### src/rtl/ip_filter_pkg.sv
// Shared types for the IPv4 blacklist filter controller.
//   IP_W         : address width
//   cfg_op_e     : configuration opcodes (ADD / DEL / CLEAR / reserved)
//   ctrl_state_e : controller sequencing states
//   rr_e         : round-robin owner between config and packet requesters
package ip_filter_pkg;

  localparam int unsigned IP_W = 32;

  typedef enum logic [1:0] {
    CFG_ADD   = 2'd0,
    CFG_DEL   = 2'd1,
    CFG_CLEAR = 2'd2,
    CFG_RSVD  = 2'd3
  } cfg_op_e;

  typedef enum logic [1:0] {
    IDLE = 2'd0,
    SCAN = 2'd1,
    RESP = 2'd2
  } ctrl_state_e;

  typedef enum logic {
    RR_CFG = 1'b0,
    RR_PKT = 1'b1
  } rr_e;

endpackage

### src/rtl/ip_filter_table.sv
// Blacklist storage: DEPTH x IP_W entries plus per-entry valid bits.
// Ports:
//   clk, rst_n   : clock, asynchronous active-low reset (clears valid bits/count)
//   rd_addr      : read address, registered; rd_data/rd_valid reflect it next cycle
//   rd_data      : stored address at the registered read index
//   rd_valid     : valid bit at the registered read index (0 when out of range)
//   wr_en        : write wr_data at wr_idx and mark it valid
//   inv_en       : clear the valid bit at wr_idx
//   clr_all      : clear every valid bit
//   wr_idx       : target index for write/invalidate (caller guarantees < DEPTH)
//   wr_data      : address to store
//   count        : number of valid entries
module ip_filter_table
  import ip_filter_pkg::*;
#(
  parameter int unsigned DEPTH = 16,
  parameter int unsigned IDX_W = $clog2(DEPTH)
) (
  input  logic             clk,
  input  logic             rst_n,
  input  logic [IDX_W-1:0] rd_addr,
  output logic [IP_W-1:0]  rd_data,
  output logic             rd_valid,
  input  logic             wr_en,
  input  logic             inv_en,
  input  logic             clr_all,
  input  logic [IDX_W-1:0] wr_idx,
  input  logic [IP_W-1:0]  wr_data,
  output logic [IDX_W:0]   count
);

  localparam logic [IDX_W:0] DEPTH_W = (IDX_W+1)'(DEPTH);
  localparam logic [IDX_W:0] CNT_ONE = (IDX_W+1)'(1);

  logic [IP_W-1:0]  mem_q [DEPTH];
  logic [IP_W-1:0]  mem_d [DEPTH];
  logic [DEPTH-1:0] valid_q, valid_d;
  logic [IDX_W-1:0] rd_addr_q, rd_addr_d;
  logic [IDX_W:0]   count_q, count_d;
  logic             rd_in_range;

  always_comb begin
    mem_d     = mem_q;
    valid_d   = valid_q;
    count_d   = count_q;
    rd_addr_d = rd_addr;
    if (clr_all) begin
      valid_d = '0;
      count_d = '0;
    end else if (wr_en) begin
      mem_d[wr_idx]   = wr_data;
      valid_d[wr_idx] = 1'b1;
      // Overwriting a live entry keeps the population unchanged.
      if (!valid_q[wr_idx]) begin
        count_d = count_q + CNT_ONE;
      end
    end else if (inv_en) begin
      if (valid_q[wr_idx]) begin
        valid_d[wr_idx] = 1'b0;
        count_d         = count_q - CNT_ONE;
      end
    end
  end

  // Entry data carries no reset; only the valid bits define table contents.
  always_ff @(posedge clk) begin
    mem_q <= mem_d;
  end

  always_ff @(posedge clk or negedge rst_n) begin
    if (!rst_n) begin
      valid_q   <= '0;
      count_q   <= '0;
      rd_addr_q <= '0;
    end else begin
      valid_q   <= valid_d;
      count_q   <= count_d;
      rd_addr_q <= rd_addr_d;
    end
  end

  // The scanner may run one index past the last entry; that read is masked.
  assign rd_in_range = ({1'b0, rd_addr_q} < DEPTH_W);
  assign rd_data     = rd_in_range ? mem_q[rd_addr_q] : '0;
  assign rd_valid    = rd_in_range && valid_q[rd_addr_q];
  assign count       = count_q;

endmodule

### src/rtl/ip_filter_ctrl.sv
// Sequencing controller for the IPv4 blacklist filter.
// Arbitrates round-robin between packet lookups and table configuration,
// scans the table one entry per cycle and holds the result until consumed.
// Optional build macro FILTER_STATS_EN adds saturating lookup/blocked counters.
// Ports:
//   clk, rst_n                 : clock, asynchronous active-low reset
//   pkt_valid/pkt_ready        : lookup request handshake (ready combinational)
//   pkt_src_ip, pkt_dst_ip     : addresses to check
//   res_valid/res_ready        : lookup result handshake
//   res_block, res_hit_idx     : blacklisted flag, lowest matching index (0 on miss)
//   cfg_valid/cfg_ready        : config request handshake (ready combinational)
//   cfg_op, cfg_idx, cfg_ip    : opcode, target entry, address for ADD
//   cfg_done, cfg_err          : completion pulse and its error qualifier
//   table_count                : number of valid entries
//   stat_lookups, stat_blocked : (FILTER_STATS_EN only) result handshake counters
module ip_filter_ctrl
  import ip_filter_pkg::*;
#(
  parameter int unsigned DEPTH = 16,
  parameter int unsigned IDX_W = $clog2(DEPTH)
) (
  input  logic             clk,
  input  logic             rst_n,
  input  logic             pkt_valid,
  output logic             pkt_ready,
  input  logic [31:0]      pkt_src_ip,
  input  logic [31:0]      pkt_dst_ip,
  output logic             res_valid,
  input  logic             res_ready,
  output logic             res_block,
  output logic [IDX_W-1:0] res_hit_idx,
  input  logic             cfg_valid,
  output logic             cfg_ready,
  input  logic [1:0]       cfg_op,
  input  logic [IDX_W-1:0] cfg_idx,
  input  logic [31:0]      cfg_ip,
  output logic             cfg_done,
  output logic             cfg_err,
  output logic [IDX_W:0]   table_count
`ifdef FILTER_STATS_EN
  ,
  output logic [31:0]      stat_lookups,
  output logic [31:0]      stat_blocked
`endif
);

  localparam logic [IDX_W:0]   DEPTH_W  = (IDX_W+1)'(DEPTH);
  localparam logic [IDX_W-1:0] LAST_IDX = IDX_W'(DEPTH-1);
  localparam logic [IDX_W-1:0] IDX_ONE  = IDX_W'(1);

  ctrl_state_e      state_q, state_d;
  rr_e              rr_q, rr_d;
  logic [IDX_W-1:0] scan_q, scan_d;
  logic [IP_W-1:0]  src_q, src_d;
  logic [IP_W-1:0]  dst_q, dst_d;
  logic             res_valid_q, res_valid_d;
  logic             res_block_q, res_block_d;
  logic [IDX_W-1:0] res_hit_idx_q, res_hit_idx_d;
  logic             cfg_done_q, cfg_done_d;
  logic             cfg_err_q, cfg_err_d;

  logic             pkt_acc, cfg_acc;
  cfg_op_e          op;
  logic             cfg_idx_ok, cfg_bad;
  logic [IDX_W-1:0] rd_addr;
  logic [IP_W-1:0]  rd_data;
  logic             rd_valid;
  logic             entry_match;
  logic             tbl_wr, tbl_inv, tbl_clr;
  logic             res_hs;

  // Arbitration: the round-robin pointer only decides ties.
  assign pkt_ready = (state_q == IDLE) && pkt_valid && (!cfg_valid || (rr_q == RR_PKT));
  assign cfg_ready = (state_q == IDLE) && cfg_valid && (!pkt_valid || (rr_q == RR_CFG));
  assign pkt_acc   = pkt_valid && pkt_ready;
  assign cfg_acc   = cfg_valid && cfg_ready;

  // CLEAR ignores cfg_idx, so an out-of-range index only faults ADD/DEL.
  assign op         = cfg_op_e'(cfg_op);
  assign cfg_idx_ok = ({1'b0, cfg_idx} < DEPTH_W);
  assign cfg_bad    = (op == CFG_RSVD) || ((op != CFG_CLEAR) && !cfg_idx_ok);

  assign tbl_wr  = cfg_acc && !cfg_bad && (op == CFG_ADD);
  assign tbl_inv = cfg_acc && !cfg_bad && (op == CFG_DEL);
  assign tbl_clr = cfg_acc && (op == CFG_CLEAR);

  assign entry_match = rd_valid && ((rd_data == src_q) || (rd_data == dst_q));
  assign res_hs      = (state_q == RESP) && res_ready;

  always_comb begin
    state_d       = state_q;
    rr_d          = rr_q;
    scan_d        = scan_q;
    src_d         = src_q;
    dst_d         = dst_q;
    res_valid_d   = res_valid_q;
    res_block_d   = res_block_q;
    res_hit_idx_d = res_hit_idx_q;
    cfg_done_d    = 1'b0;
    cfg_err_d     = 1'b0;
    rd_addr       = '0;
    case (state_q)
      IDLE: begin
        // Read address 0 is presented here so entry 0 is compared on the
        // first SCAN cycle; SCAN then keeps the address one index ahead.
        if (pkt_acc) begin
          state_d = SCAN;
          rr_d    = RR_CFG;
          src_d   = pkt_src_ip;
          dst_d   = pkt_dst_ip;
          scan_d  = '0;
        end else if (cfg_acc) begin
          rr_d       = RR_PKT;
          cfg_done_d = 1'b1;
          cfg_err_d  = cfg_bad;
        end
      end
      SCAN: begin
        rd_addr = scan_q + IDX_ONE;
        if (entry_match) begin
          state_d       = RESP;
          res_valid_d   = 1'b1;
          res_block_d   = 1'b1;
          res_hit_idx_d = scan_q;
        end else if (scan_q == LAST_IDX) begin
          state_d       = RESP;
          res_valid_d   = 1'b1;
          res_block_d   = 1'b0;
          res_hit_idx_d = '0;
        end else begin
          scan_d = scan_q + IDX_ONE;
        end
      end
      RESP: begin
        if (res_ready) begin
          state_d       = IDLE;
          res_valid_d   = 1'b0;
          res_block_d   = 1'b0;
          res_hit_idx_d = '0;
        end
      end
      default: begin
        state_d = IDLE;
      end
    endcase
  end

  always_ff @(posedge clk or negedge rst_n) begin
    if (!rst_n) begin
      state_q       <= IDLE;
      rr_q          <= RR_CFG;
      scan_q        <= '0;
      src_q         <= '0;
      dst_q         <= '0;
      res_valid_q   <= 1'b0;
      res_block_q   <= 1'b0;
      res_hit_idx_q <= '0;
      cfg_done_q    <= 1'b0;
      cfg_err_q     <= 1'b0;
    end else begin
      state_q       <= state_d;
      rr_q          <= rr_d;
      scan_q        <= scan_d;
      src_q         <= src_d;
      dst_q         <= dst_d;
      res_valid_q   <= res_valid_d;
      res_block_q   <= res_block_d;
      res_hit_idx_q <= res_hit_idx_d;
      cfg_done_q    <= cfg_done_d;
      cfg_err_q     <= cfg_err_d;
    end
  end

  assign res_valid   = res_valid_q;
  assign res_block   = res_block_q;
  assign res_hit_idx = res_hit_idx_q;
  assign cfg_done    = cfg_done_q;
  assign cfg_err     = cfg_err_q;

  ip_filter_table #(
    .DEPTH (DEPTH),
    .IDX_W (IDX_W)
  ) u_table (
    .clk      (clk),
    .rst_n    (rst_n),
    .rd_addr  (rd_addr),
    .rd_data  (rd_data),
    .rd_valid (rd_valid),
    .wr_en    (tbl_wr),
    .inv_en   (tbl_inv),
    .clr_all  (tbl_clr),
    .wr_idx   (cfg_idx),
    .wr_data  (cfg_ip),
    .count    (table_count)
  );

`ifdef FILTER_STATS_EN
  logic [31:0] stat_lookups_q, stat_lookups_d;
  logic [31:0] stat_blocked_q, stat_blocked_d;

  always_comb begin
    stat_lookups_d = stat_lookups_q;
    stat_blocked_d = stat_blocked_q;
    if (res_hs && (stat_lookups_q != '1)) begin
      stat_lookups_d = stat_lookups_q + 32'd1;
    end
    if (res_hs && res_block_q && (stat_blocked_q != '1)) begin
      stat_blocked_d = stat_blocked_q + 32'd1;
    end
  end

  always_ff @(posedge clk or negedge rst_n) begin
    if (!rst_n) begin
      stat_lookups_q <= '0;
      stat_blocked_q <= '0;
    end else begin
      stat_lookups_q <= stat_lookups_d;
      stat_blocked_q <= stat_blocked_d;
    end
  end

  assign stat_lookups = stat_lookups_q;
  assign stat_blocked = stat_blocked_q;
`else
  // Without statistics the handshake strobe only steers the FSM.
  logic unused_res_hs;
  assign unused_res_hs = res_hs;
`endif

endmodule

### config.mk
export PLATFORM = sky130hd
export DESIGN_NAME = ip_filter_ctrl
export DESIGN_NICKNAME = d
export VERILOG_FILES = /design/src/rtl/ip_filter_pkg.sv /design/src/rtl/ip_filter_table.sv /design/src/rtl/ip_filter_ctrl.sv
export SDC_FILE = /design/constraint.sdc
export NUM_CORES = 1
export LEC_CHECK = 0
export CORE_MARGIN = 2
export CORE_UTILIZATION = 30
export DETAILED_ROUTE_END_ITERATION = 8
export GPL_TIMING_DRIVEN = 0
export PLACE_DENSITY = 0.55
export SYNTH_ARGS = -nofsm -noshare
export SYNTH_HDL_FRONTEND = slang
export SYNTH_SLANG_ARGS = --single-unit
export TNS_END_PERCENT = 50
### constraint.sdc
create_clock -name clk -period 8 [get_ports clk]
set_input_delay 2.4 -clock clk [delete_from_list [all_inputs] [get_ports clk]]
set_output_delay 2.4 -clock clk [all_outputs]
set_load 0.05 [all_outputs]
==> metrics.md <==
| Metric | Value |
|---|---|
| Status | `complete, no violations` |
| Vias | `15600` |
| Hold slack | `0.499 ns` |
| Via/cell ratio | `5.14` |
| Die W | `297 um` |
| CTS tree | `done` |
| Worst Setup Start Kind | `input port` |
| Vias in the first global route | `15400` |
| Yosys top cell by area | `edfxtp_1` |
| Synthesized Nets | `1733` |
| RSZ-0062 raised after global routing | `no` |
| Clock root cell | `clkbuf_16` |
| Gr usage total | `19.0%` |
| Area grow syn2layout | `20.9%` |
| Placed inst area | `29100 um2` |
| Most frequent cells in the layout | `edfxtp_1 (512), nand2_1 (232), mux2i_1 (132)` |
| TritonCTS Buffers | `68` |
| Placer Congestion | `0.919` |
| Maximum clock rate | `0.136 GHz` |
| Die ar. | `88400 um2` |
| Crit path DAT | `4.98 ns` |
| Worst-path clk slew | `0.06 ns` |
| Htree depth | `3` |
| Fin crit period | `7.38 ns` |
| Part of the Yosys area used for sequential elements | `69.7%` |
| Crit Path Category | `in -> out` |
| Post_cts resized | `0` |
| Starting density of the core | `30.3%` |
| Share of cells above drive strength 1 | `15.1%` |
| Worst slew margin | `23.5%` |
| Synth top area share | `59.6%` |
| Required @ worst endpoint | `5.60 ns` |
| Die height | `297 um` |
| Initial antenna violation count | `0` |
| Static Leak | `0.0108 uW` |
| Power Dens Cells | `347 nW/um2` |
| Final hold violations | `0` |
| Antenna-violating nets left | `0` |
| Non-filler cells, final | `3032` |
| Unique masters post-synth | `81` |
| Core area | `85100 um2` |
| Port Buffer Count | `119` |
| Clock skew | `0.0241 ns` |
| Mean Syn Cell Area | `15.9 um2` |
| Drt drc | `0` |
| Crit-path max FO | `10` |
| GRT overflow | `0` |
| Slew Limit Fails | `0` |
| FP Rows | `107` |
| Synth Register Bits | `616` |
| Post-CTS Setup Bufs | `0` |
| Clock latency on the worst-skew pair | `0.61 ns` |
| First-pass DRT Iterations | `5` |
| Worst slew pin tran | `1.15 ns` |
| First-pass GRT wire length | `117000 um` |
| Avg WL per Cell | `28.0 um` |
| Main synth FF type | `edfxtp_1` |
| Crit end category | `primary output` |
| DRT iter0 DRCs | `2010` |
| Largest net degree at the start of global routing | `86` |
| Clk sink count | `616` |
| Yosys warnings | `0` |
| Maxcap violations | `0` |
| Async SR Flop Fraction | `16.9%` |
| Mapped Area | `25800 um2` |
| Post-Route WL | `84800 um` |
| VDD IR max | `0.153 mV` |
| NumNets Final | `1944` |
| Period Utilization, post-route | `92.2%` |
| EDFF count, synth | `512` |
| Endpoints failing setup | `0` |
| HP Class | `reg -> reg` |
| Hold-fix buffers at CTS | `0` |
| Hpwl dp | `59300 um` |
| CTS max path bufs | `3` |
| Cell area after layout | `31200 um2` |
| Post-Syn Instances | `1621` |
| Placed Cells | `2906` |
| Dominant cells by area after synthesis | `edfxtp_1 (60%), dfrtp_1 (10%), mux4_2 (7.0%)` |
| Io pins | `122` |
| Commonest non-fill, non-tap cell in the layout | `edfxtp_1` |
## final cells by class
| class | instances | area [um2] |
|---|---|---|
| Fill cell | 8058 | 53900 |
| Buffer | 74 | 454 |
| Clock inverter | 29 | 194 |
| Multi-Input combinational cell | 917 | 7440 |
| Inverter | 14 | 52.6 |
| Tap cell | 1144 | 1430 |
| Sequential cell | 616 | 18000 |
| Clock buffer | 96 | 1950 |
| Timing Repair Buffer | 141 | 1690 |
| Antenna cell | 1 | 2.50 |
## report_power, final
group	internal, uW	total (uW)	switching (uW)
registers	3700	4010	307
clock network	1740	3010	1270
logic	1440	3790	2350
## per-layer routing
layer  global-route usage (%)  vias up  wire length (um)
met1                     27.0     8101             37100
met2                     29.3      721             38600
met5                        0        -                 0
met4                     5.46        0              2270
met3                     3.80      107              6860
li1                         -     6642                 -
## state kept, by name, indices dropped and copies added (netlist names), 2 cells and up
name,count
dst_q,32
res_hit_idx,4
scan_q,4
src_q,32
state_q,2
u_table.count,5
u_table.mem_q,512
u_table.rd_addr_q,4
u_table.valid_q,16
## kinds of logic after synthesis
family	Yosys count	synth area share, %
xor+xnor	106	3.60
simple gates	392	6.75
buf+inv	88	1.96
fa+ha+maj	5	0.271
compound gates	193	5.21
mux	221	12.6
flops	616	69.7
## per-stage QoR
stage | setup WS, ns | util [%] | power (uW) | setup TNS, ns
2_1_floorplan | 2.27 | - | 6330 | 0
3_3_place_gp | -0.192 | 33.4 | 7750 | -23.08
3_5_place_dp | 0.667 | 34.1 | 7790 | 0
4_1_cts | 0.649 | 36.6 | 10800 | 0
5_1_grt | 0.555 | 36.6 | 11200 | 0
6_report | 0.624 | 36.6 | 10800 | 0
## cell usage after synthesis (16+ instances only)
cell and instances:
nand2_1 232, dfrtp_1 104, mux4_2 80, a21oi_1 32, nor3_1 16, nor2_1 64, a22oi_1 38, xnor2_1 64
buf_2 17, xor2_1 42, clkbuf_1 24, edfxtp_1 512, a211oi_1 18, mux2i_1 132, o21ai_0 31
## path summary, 6_finish.rpt
| kind | start | to | slack [ns] | cells past startpoint |
|---|---|---|---|---|
| min in group asynchronous | rst_n | u_table.valid_q[1] | 1.66 | 1 |
| max | cfg_valid | pkt_ready | 0.62 | 6 |
| max in group asynchronous | rst_n | dst_q[23] | 5.56 | 2 |
| min reg2reg | dst_q[24] | dst_q[24] | 0.50 | 2 |
| max reg2reg | u_table.rd_addr_q[2] | scan_q[3] | 3.22 | 11 |
| min | dst_q[24] | dst_q[24] | 0.50 | 2 |
## critical path: stages
cell and delay (ns):
clkdlybuf4s50_1 0.44, nand2b_1 0.09, nand3_1 0.19, inv_1 0.16, clkbuf_1 0.73, clkdlybuf4s50_1 0.96
No activity file was read; power rests on OpenSTA's default activity.
